$ cat config.mk
export PLATFORM = sky130hd
export DESIGN_NAME = note_highway
export DESIGN_NICKNAME = d
export VERILOG_FILES = /design/src/rtl/note_highway_pkg.sv /design/src/rtl/note_lane.sv /design/src/rtl/note_highway.sv
export SDC_FILE = /design/constraint.sdc
export NUM_CORES = 1
export LEC_CHECK = 0
export ABC_AREA = 1
export CAP_MARGIN = 10
export CORE_UTILIZATION = 30
export CTS_CLUSTER_SIZE = 25
export DETAILED_ROUTE_END_ITERATION = 6
export PLACE_DENSITY = 0.42
export SYNTH_ARGS = -nofsm -noshare
export SYNTH_HDL_FRONTEND = slang
export SYNTH_HIERARCHICAL = 1
export SYNTH_SLANG_ARGS = --single-unit
export TNS_END_PERCENT = 20
$ cat constraint.sdc
create_clock -name clk -period 4.3 [get_ports clk]
set_input_delay 1.075 -clock clk [delete_from_list [all_inputs] [get_ports clk]]
set_output_delay 1.075 -clock clk [all_outputs]
set_load 0.01 [all_outputs]
$ cat src/rtl/note_highway_pkg.sv
// Shared constants, slot record and helpers for the note highway.
//   DEF_*   : default screen / bar / lane geometry
//   slot_t  : one falling-note slot (active flag + top-edge y position)
//   popcount8 : number of set bits in an 8-bit lane mask
package note_highway_pkg;

  localparam int unsigned DEF_Y_W        = 10;
  localparam int unsigned DEF_SCREEN_H   = 480;
  localparam int unsigned DEF_LANE_X0    = 170;
  localparam int unsigned DEF_LANE_PITCH = 100;
  localparam int unsigned DEF_NOTE_W     = 50;
  localparam int unsigned DEF_BAR_Y      = 350;
  localparam int unsigned DEF_BAR_H      = 20;
  localparam int unsigned BAR_MARGIN     = 50;
  localparam int unsigned CNT_W          = 16;

  // Slot position storage is DEF_Y_W bits wide.
  typedef struct packed {
    logic                 active;
    logic [DEF_Y_W-1:0]   pos;
  } slot_t;

  function automatic logic [3:0] popcount8(input logic [7:0] v);
    logic [3:0] n;
    n = '0;
    for (int i = 0; i < 8; i++) n = n + 4'(v[i]);
    return n;
  endfunction

endpackage

$ cat src/rtl/note_lane.sv
// One lane of falling notes: SLOTS slots with allocate, move/retire,
// strum judgement and pixel hit test.
//   spawn      : write a new note (pos 0) into the lowest free slot
//   judge      : strum with this lane's fret held
//   free_c     : at least one slot is free (current state)
//   hit_c      : judge found an in-window note this cycle
//   falloff_c  : a note crossed SCREEN_H on this frame_tick
//   pix_hit_c  : (x, y) lies inside an active note of this lane
module note_lane
  import note_highway_pkg::*;
#(
  parameter int unsigned SLOTS    = 4,
  parameter int unsigned Y_W      = DEF_Y_W,
  parameter int unsigned SCREEN_H = DEF_SCREEN_H,
  parameter int unsigned NOTE_W   = DEF_NOTE_W,
  parameter int unsigned BAR_Y    = DEF_BAR_Y,
  parameter int unsigned BAR_H    = DEF_BAR_H,
  parameter int unsigned LANE_X   = DEF_LANE_X0
) (
  input  logic       clk,
  input  logic       reset,
  input  logic       frame_tick,
  input  logic [3:0] speed,
  input  logic       spawn,
  input  logic       judge,
  input  logic [9:0] x,
  input  logic [8:0] y,
  output logic       free_c,
  output logic       hit_c,
  output logic       falloff_c,
  output logic       pix_hit_c
);

  localparam int unsigned PW = Y_W + 1;
  localparam int unsigned XW = 11;
  localparam int unsigned IW = (SLOTS > 1) ? $clog2(SLOTS) : 1;

  slot_t          slot_q [SLOTS];
  slot_t          slot_d [SLOTS];
  logic           found_free;
  logic [IW-1:0]  free_idx;

  // Strum is judged on pre-move positions, survivors move, spawn lands last.
  always_comb begin
    slot_d     = slot_q;
    hit_c      = 1'b0;
    falloff_c  = 1'b0;
    pix_hit_c  = 1'b0;
    found_free = 1'b0;
    free_idx   = '0;
    for (int i = 0; i < SLOTS; i++) begin
      logic [PW-1:0] pos_w;
      logic [PW-1:0] sum_w;
      logic          in_win;
      pos_w  = PW'(slot_q[i].pos);
      sum_w  = pos_w + PW'(speed);
      in_win = slot_q[i].active && (pos_w + PW'(NOTE_W) > PW'(BAR_Y)) &&
               (pos_w < PW'(BAR_Y + BAR_H));
      if (!slot_q[i].active && !found_free) begin
        found_free = 1'b1;
        free_idx   = IW'(i);
      end
      if (judge && in_win && !hit_c) begin
        hit_c            = 1'b1;
        slot_d[i].active = 1'b0;
      end else if (slot_q[i].active && frame_tick) begin
        if (sum_w >= PW'(SCREEN_H)) begin
          slot_d[i].active = 1'b0;
          falloff_c        = 1'b1;
        end else begin
          slot_d[i].pos = DEF_Y_W'(sum_w);
        end
      end
      if (slot_q[i].active &&
          (XW'(x) >= XW'(LANE_X)) && (XW'(x) < XW'(LANE_X + NOTE_W)) &&
          (PW'(y) >= pos_w) && (PW'(y) < pos_w + PW'(NOTE_W)))
        pix_hit_c = 1'b1;
    end
    free_c = found_free;
    // The chosen slot is free in the current state, so no hit/move touched it.
    if (spawn && found_free) begin
      slot_d[free_idx].active = 1'b1;
      slot_d[free_idx].pos    = '0;
    end
  end

  always_ff @(posedge clk) begin
    if (reset) begin
      for (int i = 0; i < SLOTS; i++) slot_q[i] <= '0;
    end else begin
      slot_q <= slot_d;
    end
  end

endmodule

$ cat src/rtl/note_highway.sv
// Note-lane engine: LANES lanes of falling notes, strum judgement, hit/miss
// reporting with saturating counters, and per-pixel note/bar tags.
//   frame_tick/speed      : move all notes by speed pixels
//   spawn_valid/_lanes    : request a new note in each listed lane
//   spawn_ready           : combinational, every listed lane has a free slot
//   strum/frets           : judge fretted lanes against the hit bar
//   x/y                   : pixel coordinate; pix_* valid one cycle later
//   hit_*/miss_*          : registered one-cycle pulses, masks and counts
module note_highway
  import note_highway_pkg::*;
#(
  parameter int unsigned LANES      = 4,
  parameter int unsigned SLOTS      = 4,
  parameter int unsigned Y_W        = DEF_Y_W,
  parameter int unsigned SCREEN_H   = DEF_SCREEN_H,
  parameter int unsigned LANE_X0    = DEF_LANE_X0,
  parameter int unsigned LANE_PITCH = DEF_LANE_PITCH,
  parameter int unsigned NOTE_W     = DEF_NOTE_W,
  parameter int unsigned BAR_Y      = DEF_BAR_Y,
  parameter int unsigned BAR_H      = DEF_BAR_H
) (
  input  logic              clk,
  input  logic              reset,
  input  logic              frame_tick,
  input  logic [3:0]        speed,
  input  logic              spawn_valid,
  input  logic [LANES-1:0]  spawn_lanes,
  output logic              spawn_ready,
  input  logic              strum,
  input  logic [LANES-1:0]  frets,
  input  logic [9:0]        x,
  input  logic [8:0]        y,
  output logic              pix_note,
  output logic [2:0]        pix_lane,
  output logic              pix_bar,
  output logic              hit_pulse,
  output logic [LANES-1:0]  hit_mask,
  output logic              miss_pulse,
  output logic [LANES-1:0]  miss_mask,
  output logic [15:0]       hit_count,
  output logic [15:0]       miss_count
);

  localparam int unsigned PW     = Y_W + 1;
  localparam int unsigned XW     = 11;
  localparam int unsigned BAR_X0 = LANE_X0 - BAR_MARGIN;
  localparam int unsigned BAR_X1 = LANE_X0 + (LANES - 1) * LANE_PITCH + NOTE_W + BAR_MARGIN;

  logic [LANES-1:0] free_c, hit_c, falloff_c, pix_hit_c, judge_c, spawn_c;

  logic             hit_pulse_q, hit_pulse_d, miss_pulse_q, miss_pulse_d;
  logic [LANES-1:0] hit_mask_q, hit_mask_d, miss_mask_q, miss_mask_d;
  logic [CNT_W-1:0] hit_count_q, hit_count_d, miss_count_q, miss_count_d;
  logic             pix_note_q, pix_note_d, pix_bar_q, pix_bar_d;
  logic [2:0]       pix_lane_q, pix_lane_d;
  logic [CNT_W:0]   hit_sum, miss_sum;

  assign judge_c     = strum ? frets : '0;
  assign spawn_ready = !reset && ((spawn_lanes & ~free_c) == '0);
  assign spawn_c     = (spawn_valid && spawn_ready) ? spawn_lanes : '0;

  for (genvar l = 0; l < LANES; l++) begin : g_lane
    note_lane #(
      .SLOTS    (SLOTS),
      .Y_W      (Y_W),
      .SCREEN_H (SCREEN_H),
      .NOTE_W   (NOTE_W),
      .BAR_Y    (BAR_Y),
      .BAR_H    (BAR_H),
      .LANE_X   (LANE_X0 + l * LANE_PITCH)
    ) u_lane (
      .clk       (clk),
      .reset     (reset),
      .frame_tick(frame_tick),
      .speed     (speed),
      .spawn     (spawn_c[l]),
      .judge     (judge_c[l]),
      .x         (x),
      .y         (y),
      .free_c    (free_c[l]),
      .hit_c     (hit_c[l]),
      .falloff_c (falloff_c[l]),
      .pix_hit_c (pix_hit_c[l])
    );
  end

  // Event masks, saturating counters and pixel tags.
  always_comb begin
    hit_mask_d   = hit_c;
    miss_mask_d  = (judge_c & ~hit_c) | falloff_c;
    hit_pulse_d  = |hit_mask_d;
    miss_pulse_d = |miss_mask_d;
    hit_sum      = (CNT_W+1)'(hit_count_q)  + (CNT_W+1)'(popcount8(8'(hit_mask_d)));
    miss_sum     = (CNT_W+1)'(miss_count_q) + (CNT_W+1)'(popcount8(8'(miss_mask_d)));
    hit_count_d  = hit_sum[CNT_W]  ? '1 : hit_sum[CNT_W-1:0];
    miss_count_d = miss_sum[CNT_W] ? '1 : miss_sum[CNT_W-1:0];
    pix_note_d   = |pix_hit_c;
    pix_lane_d   = '0;
    for (int l = LANES - 1; l >= 0; l--) begin
      if (pix_hit_c[l]) pix_lane_d = 3'(l);
    end
    pix_bar_d = (XW'(x) >= XW'(BAR_X0)) && (XW'(x) < XW'(BAR_X1)) &&
                (PW'(y) >= PW'(BAR_Y)) && (PW'(y) < PW'(BAR_Y + BAR_H));
  end

  always_ff @(posedge clk) begin
    if (reset) begin
      hit_pulse_q  <= 1'b0;
      miss_pulse_q <= 1'b0;
      hit_mask_q   <= '0;
      miss_mask_q  <= '0;
      hit_count_q  <= '0;
      miss_count_q <= '0;
      pix_note_q   <= 1'b0;
      pix_lane_q   <= '0;
      pix_bar_q    <= 1'b0;
    end else begin
      hit_pulse_q  <= hit_pulse_d;
      miss_pulse_q <= miss_pulse_d;
      hit_mask_q   <= hit_mask_d;
      miss_mask_q  <= miss_mask_d;
      hit_count_q  <= hit_count_d;
      miss_count_q <= miss_count_d;
      pix_note_q   <= pix_note_d;
      pix_lane_q   <= pix_lane_d;
      pix_bar_q    <= pix_bar_d;
    end
  end

  assign hit_pulse  = hit_pulse_q;
  assign miss_pulse = miss_pulse_q;
  assign hit_mask   = hit_mask_q;
  assign miss_mask  = miss_mask_q;
  assign hit_count  = hit_count_q;
  assign miss_count = miss_count_q;
  assign pix_note   = pix_note_q;
  assign pix_lane   = pix_lane_q;
  assign pix_bar    = pix_bar_q;

endmodule

==> results of run 1 <==
[cell families after synthesis]
family          after synthesis
compound gates              560
xor+xnor                    127
fa+ha+maj                   388
buf+inv                     599
flops                       222
other cells                   1
simple gates               2080
[tightest hold or removal path: stages (launching register included)]
cell and delay [ns]:
dfxtp_1 0.32, o21ai_0 0.07, nor2_1 0.04
[state kept, by name (all words and copies together), names as in the netlist]
name / count
g_lane.u_lane/slot_q: 176
hit_count: 16
hit_mask: 4
hit_pulse: 1
miss_count: 16
miss_mask: 4
miss_pulse: 1
pix_bar: 1
pix_lane: 2
pix_note: 1
[path summary, 6_finish.rpt]
kind / cells past startpoint / slack (ns) / start / to
worst max-delay path: 27 / -0.18 / speed[0] / miss_count[12]$_SDFF_PP0_
worst min-delay path: 2 / 0.48 / g_lane[2].u_lane/slot_q[9]$_SDFF_PP0_ / g_lane[2].u_lane/slot_q[9]$_SDFF_PP0_
worst max register to register: 26 / 0.19 / g_lane[2].u_lane/slot_q[23]$_SDFF_PP0_ / miss_count[12]$_SDFF_PP0_
worst min register to register: 2 / 0.48 / g_lane[2].u_lane/slot_q[9]$_SDFF_PP0_ / g_lane[2].u_lane/slot_q[9]$_SDFF_PP0_
[through the flow]
step | TNS, ns | instance area (sq um) | utilization | cells | hold slack [ns]
2_1_floorplan | -1.99 | 25900 | - | 3977 | 0.441
3_3_place_gp | -28.44 | 31600 | 0.371 | 5638 | 0.476
3_5_place_dp | -28.77 | 31600 | 0.371 | 5638 | 0.473
4_1_cts | -3.05 | 33100 | 0.388 | 5709 | 0.481
5_1_grt | -6.02 | 33300 | 0.391 | 5715 | 0.525
6_report | -2.08 | 33300 | 0.391 | 5715 | 0.480
[layer usage]
| metal | GRT usage | up-vias | wire length, um |
|---|---|---|---|
| met4 | 0.0457 | 0 | 1810 |
| met3 | 0.0233 | 87 | 2740 |
| met1 | 0.290 | 12147 | 45200 |
| met2 | 0.355 | 345 | 41800 |
| li1 | - | 14314 | - |
| met5 | 0 | - | 0 |
[cells in the final DEF, fill, tap and decap left out, types with 13 or more instances in the layout]
| cell | instances |
|---|---|
| xor2_1 | 95 |
| nor2_1 | 349 |
| inv_1 | 486 |
| clkdlybuf4s50_1 | 65 |
| a31oi_1 | 14 |
| o21ai_1 | 45 |
| dfxtp_1 | 222 |
| nor4_1 | 20 |
| o21bai_1 | 14 |
| a21oi_2 | 27 |
| buf_4 | 486 |
| inv_2 | 45 |
| a21oi_1 | 283 |
| nand3_1 | 337 |
| nor3_1 | 65 |
| ha_4 | 13 |
| nor2_4 | 17 |
| nand2_1 | 1035 |
| nand4_1 | 84 |
| ha_1 | 351 |
| o21ai_0 | 90 |
| xnor2_1 | 20 |
| nor2_2 | 17 |
| o211ai_1 | 20 |
| buf_12 | 18 |
| nand3_2 | 39 |
| clkbuf_16 | 35 |
| nand2_2 | 58 |
[power groups by stage]
stage | clock network [mW] | logic [mW] | registers (mW)
after global routing | 3.23 | 1.24 | 2.12
after global placement | 0 | 1.08 | 2.17
after detailed placement | 0 | 1.08 | 2.17
after floorplan | 0 | 0.555 | 2.16
after CTS | 3.17 | 1.10 | 2.12
final | 3.05 | 1.09 | 2.12
[synth_stat cells (8+ instances only)]
master / number
and3_1: 8
nand3_1: 356
a21oi_2: 22
nand4_1: 84
a21oi_1: 288
nand3_2: 23
buf_4: 13
fa_1: 22
ha_1: 366
buf_2: 14
nor3_1: 68
xnor2_1: 20
nor2_1: 353
nand2_2: 42
xor2_1: 97
o21ai_1: 40
nand2_4: 10
a31oi_1: 14
o211ai_1: 20
nor2_2: 14
nand2_1: 1052
o21ai_0: 99
dfxtp_1: 222
inv_1: 493
clkbuf_1: 10
xor2_2: 10
inv_2: 39
o21bai_1: 18
nor4_1: 20
buf_6: 19
nor2_4: 16
[area by class of cell]
cell class                 instances  share of cell area
multi-input combinational       3157               0.582
timing repair buffer             591               0.146
sequential                       222               0.133
inverter                         540              0.0610
tap                             1144              0.0429
clock buffer                      47              0.0300
clock inverter                    14             0.00537
[what timing repair did]
action	in CTS	in global routing
setup endpoints to repair	32	32
pin swaps	17	39
gates resized for setup	45	51
setup buffers	8	7
gates cloned	2	0
==> impl_metrics.env, run 1 <==
export IMPL_hold_path_class="reg2reg"
export IMPL_grt_pass1_wl_mm=146
export IMPL_synth_nets=4401
export IMPL_fmax_mhz=223
export IMPL_seqPwrFrac=0.338
export IMPL_hpwl_mm=71.0
export IMPL_synth_ff_type="dfxtp_1"
export IMPL_worst_path_max_fanout=5
export IMPL_final_hold_viol_count=0
export IMPL_peakVddDrop_v=0.000243
export IMPL_ys_seq_elements=222
export IMPL_yosysSeqAreaShare=0.172
export IMPL_power_internal_mw=4.40
export IMPL_synth_xor_area_frac=0.0461
export IMPL_diodes=0
export IMPL_syn_area_per_cell_sq_um=6.48
export IMPL_fin_crit_ns=4.48
export IMPL_wl_per_cell_um=16.0
export IMPL_p_sw_mw=1.87
export IMPL_netlist_top_cells_area="ha_1 (18%), dfxtp_1 (17%), nand2_1 (15%)"
export IMPL_async_flop_share=0
export IMPL_yosys_area_top_type_share=0.178
export IMPL_critPathTopFamily="adder cells"
export IMPL_setup_viol=16
export IMPL_p_comb_frac=0.175
export IMPL_rsz0062_at_grt="yes"
export IMPL_worst_pin_slew_ns=0.738
export IMPL_clock_sinks=222
export IMPL_tritoncts="done"
export IMPL_cts_max_level=2
export IMPL_antenna_found_initial=1
export IMPL_synth_compound_area_share=0.125
export IMPL_slowest_delay_ns=0.42
export IMPL_dp_slack_ns=-1.11
export IMPL_p_total_mw=6.27
export IMPL_synth_simple_area_share=0.366
export IMPL_drc=1
export IMPL_clock_latency_ns=0.55
export IMPL_ys_warn_count=6
export IMPL_p_clk_frac=0.487
export IMPL_grt_usage=0.212
export IMPL_wl_mm=91.5
export IMPL_clock_tree_buffer_depth=3
export IMPL_fin_nets=4970
export IMPL_drt_pre_antenna_iters=7
export IMPL_crit_type="in2reg"
export IMPL_rows=107
export IMPL_place_congestion=0.846
export IMPL_syn_to_final_growth_pct=29.3
export IMPL_violations="DRC, setup timing"
export IMPL_grt_pass1_vias=26101
export IMPL_drv_cap=0
export IMPL_regArea_sq_mm=0.00444
export IMPL_drive_gt1_frac=0.193
export IMPL_start_util=0.303
export IMPL_postCtsHoldBufs=0
export IMPL_synth_adder_area_share=0.195
export IMPL_die_h_um=295
export IMPL_p_leak_nw=16.5
export IMPL_critical_path_endpoint_type="register"
export IMPL_netlist_instances=3977
export IMPL_clock_root_buffer="clkbuf_16"
export IMPL_switching_share=0.298
export IMPL_grt_max_degree=56
export IMPL_die_area_sq_mm=0.0871
export IMPL_crit_buf_inv=6
export IMPL_slew_limit_headroom=0.502
export IMPL_multiInputGateArea_sq_mm=0.0194
export IMPL_drt_iter0_drc=1360
export IMPL_viasPerCell=4.71
export IMPL_cp_slowest_cell="fa_1"
export IMPL_numCtsBuffers=34
export IMPL_worst_slack_ns=-0.180
export IMPL_synth_mux_area_frac=0
export IMPL_port_buffer_count=81
export IMPL_antenna_left=0
export IMPL_via_count=26893
export IMPL_fin_skew_ns=0.0188
export IMPL_core_area_sq_mm=0.0851
export IMPL_status="finished with violations"
export IMPL_drv_slew=0
export IMPL_clk_pin_slew_ns=0.06
export IMPL_synth_edff_count=0
export IMPL_gr_total_overflow=0
export IMPL_post_synth_top_area_cell="ha_1"
export IMPL_die_x_um=295
export IMPL_power_density_mw_per_mm2=188
export IMPL_nFillCells=9257
export IMPL_synth_top_family_by_area="simple AND/OR/NAND/NOR gates"
export IMPL_synth_distinct_cells=67
export IMPL_io_pins=84
export IMPL_worstSetupStartpointType="input pin"
export IMPL_required_ns=4.74
export IMPL_critPathArrivalTime_ns=4.92
export IMPL_fin_crit_sh=1.04
export IMPL_synth_area_sq_mm=0.0258
No activity file was read; power rests on OpenSTA's default activity.
==> run 2: changes to the inputs <==
--- a/config.mk
+++ b/config.mk
@@ -8,7 +8,7 @@
 export ABC_AREA = 1
 export CAP_MARGIN = 10
 export CORE_UTILIZATION = 30
-export CTS_CLUSTER_SIZE = 25
+export CTS_CLUSTER_SIZE = 30
 export DETAILED_ROUTE_END_ITERATION = 6
 export PLACE_DENSITY = 0.42
 export SYNTH_ARGS = -nofsm -noshare
==> results of run 2 <==
No change in the layout: final DEF, timing and power equal those of run 1.
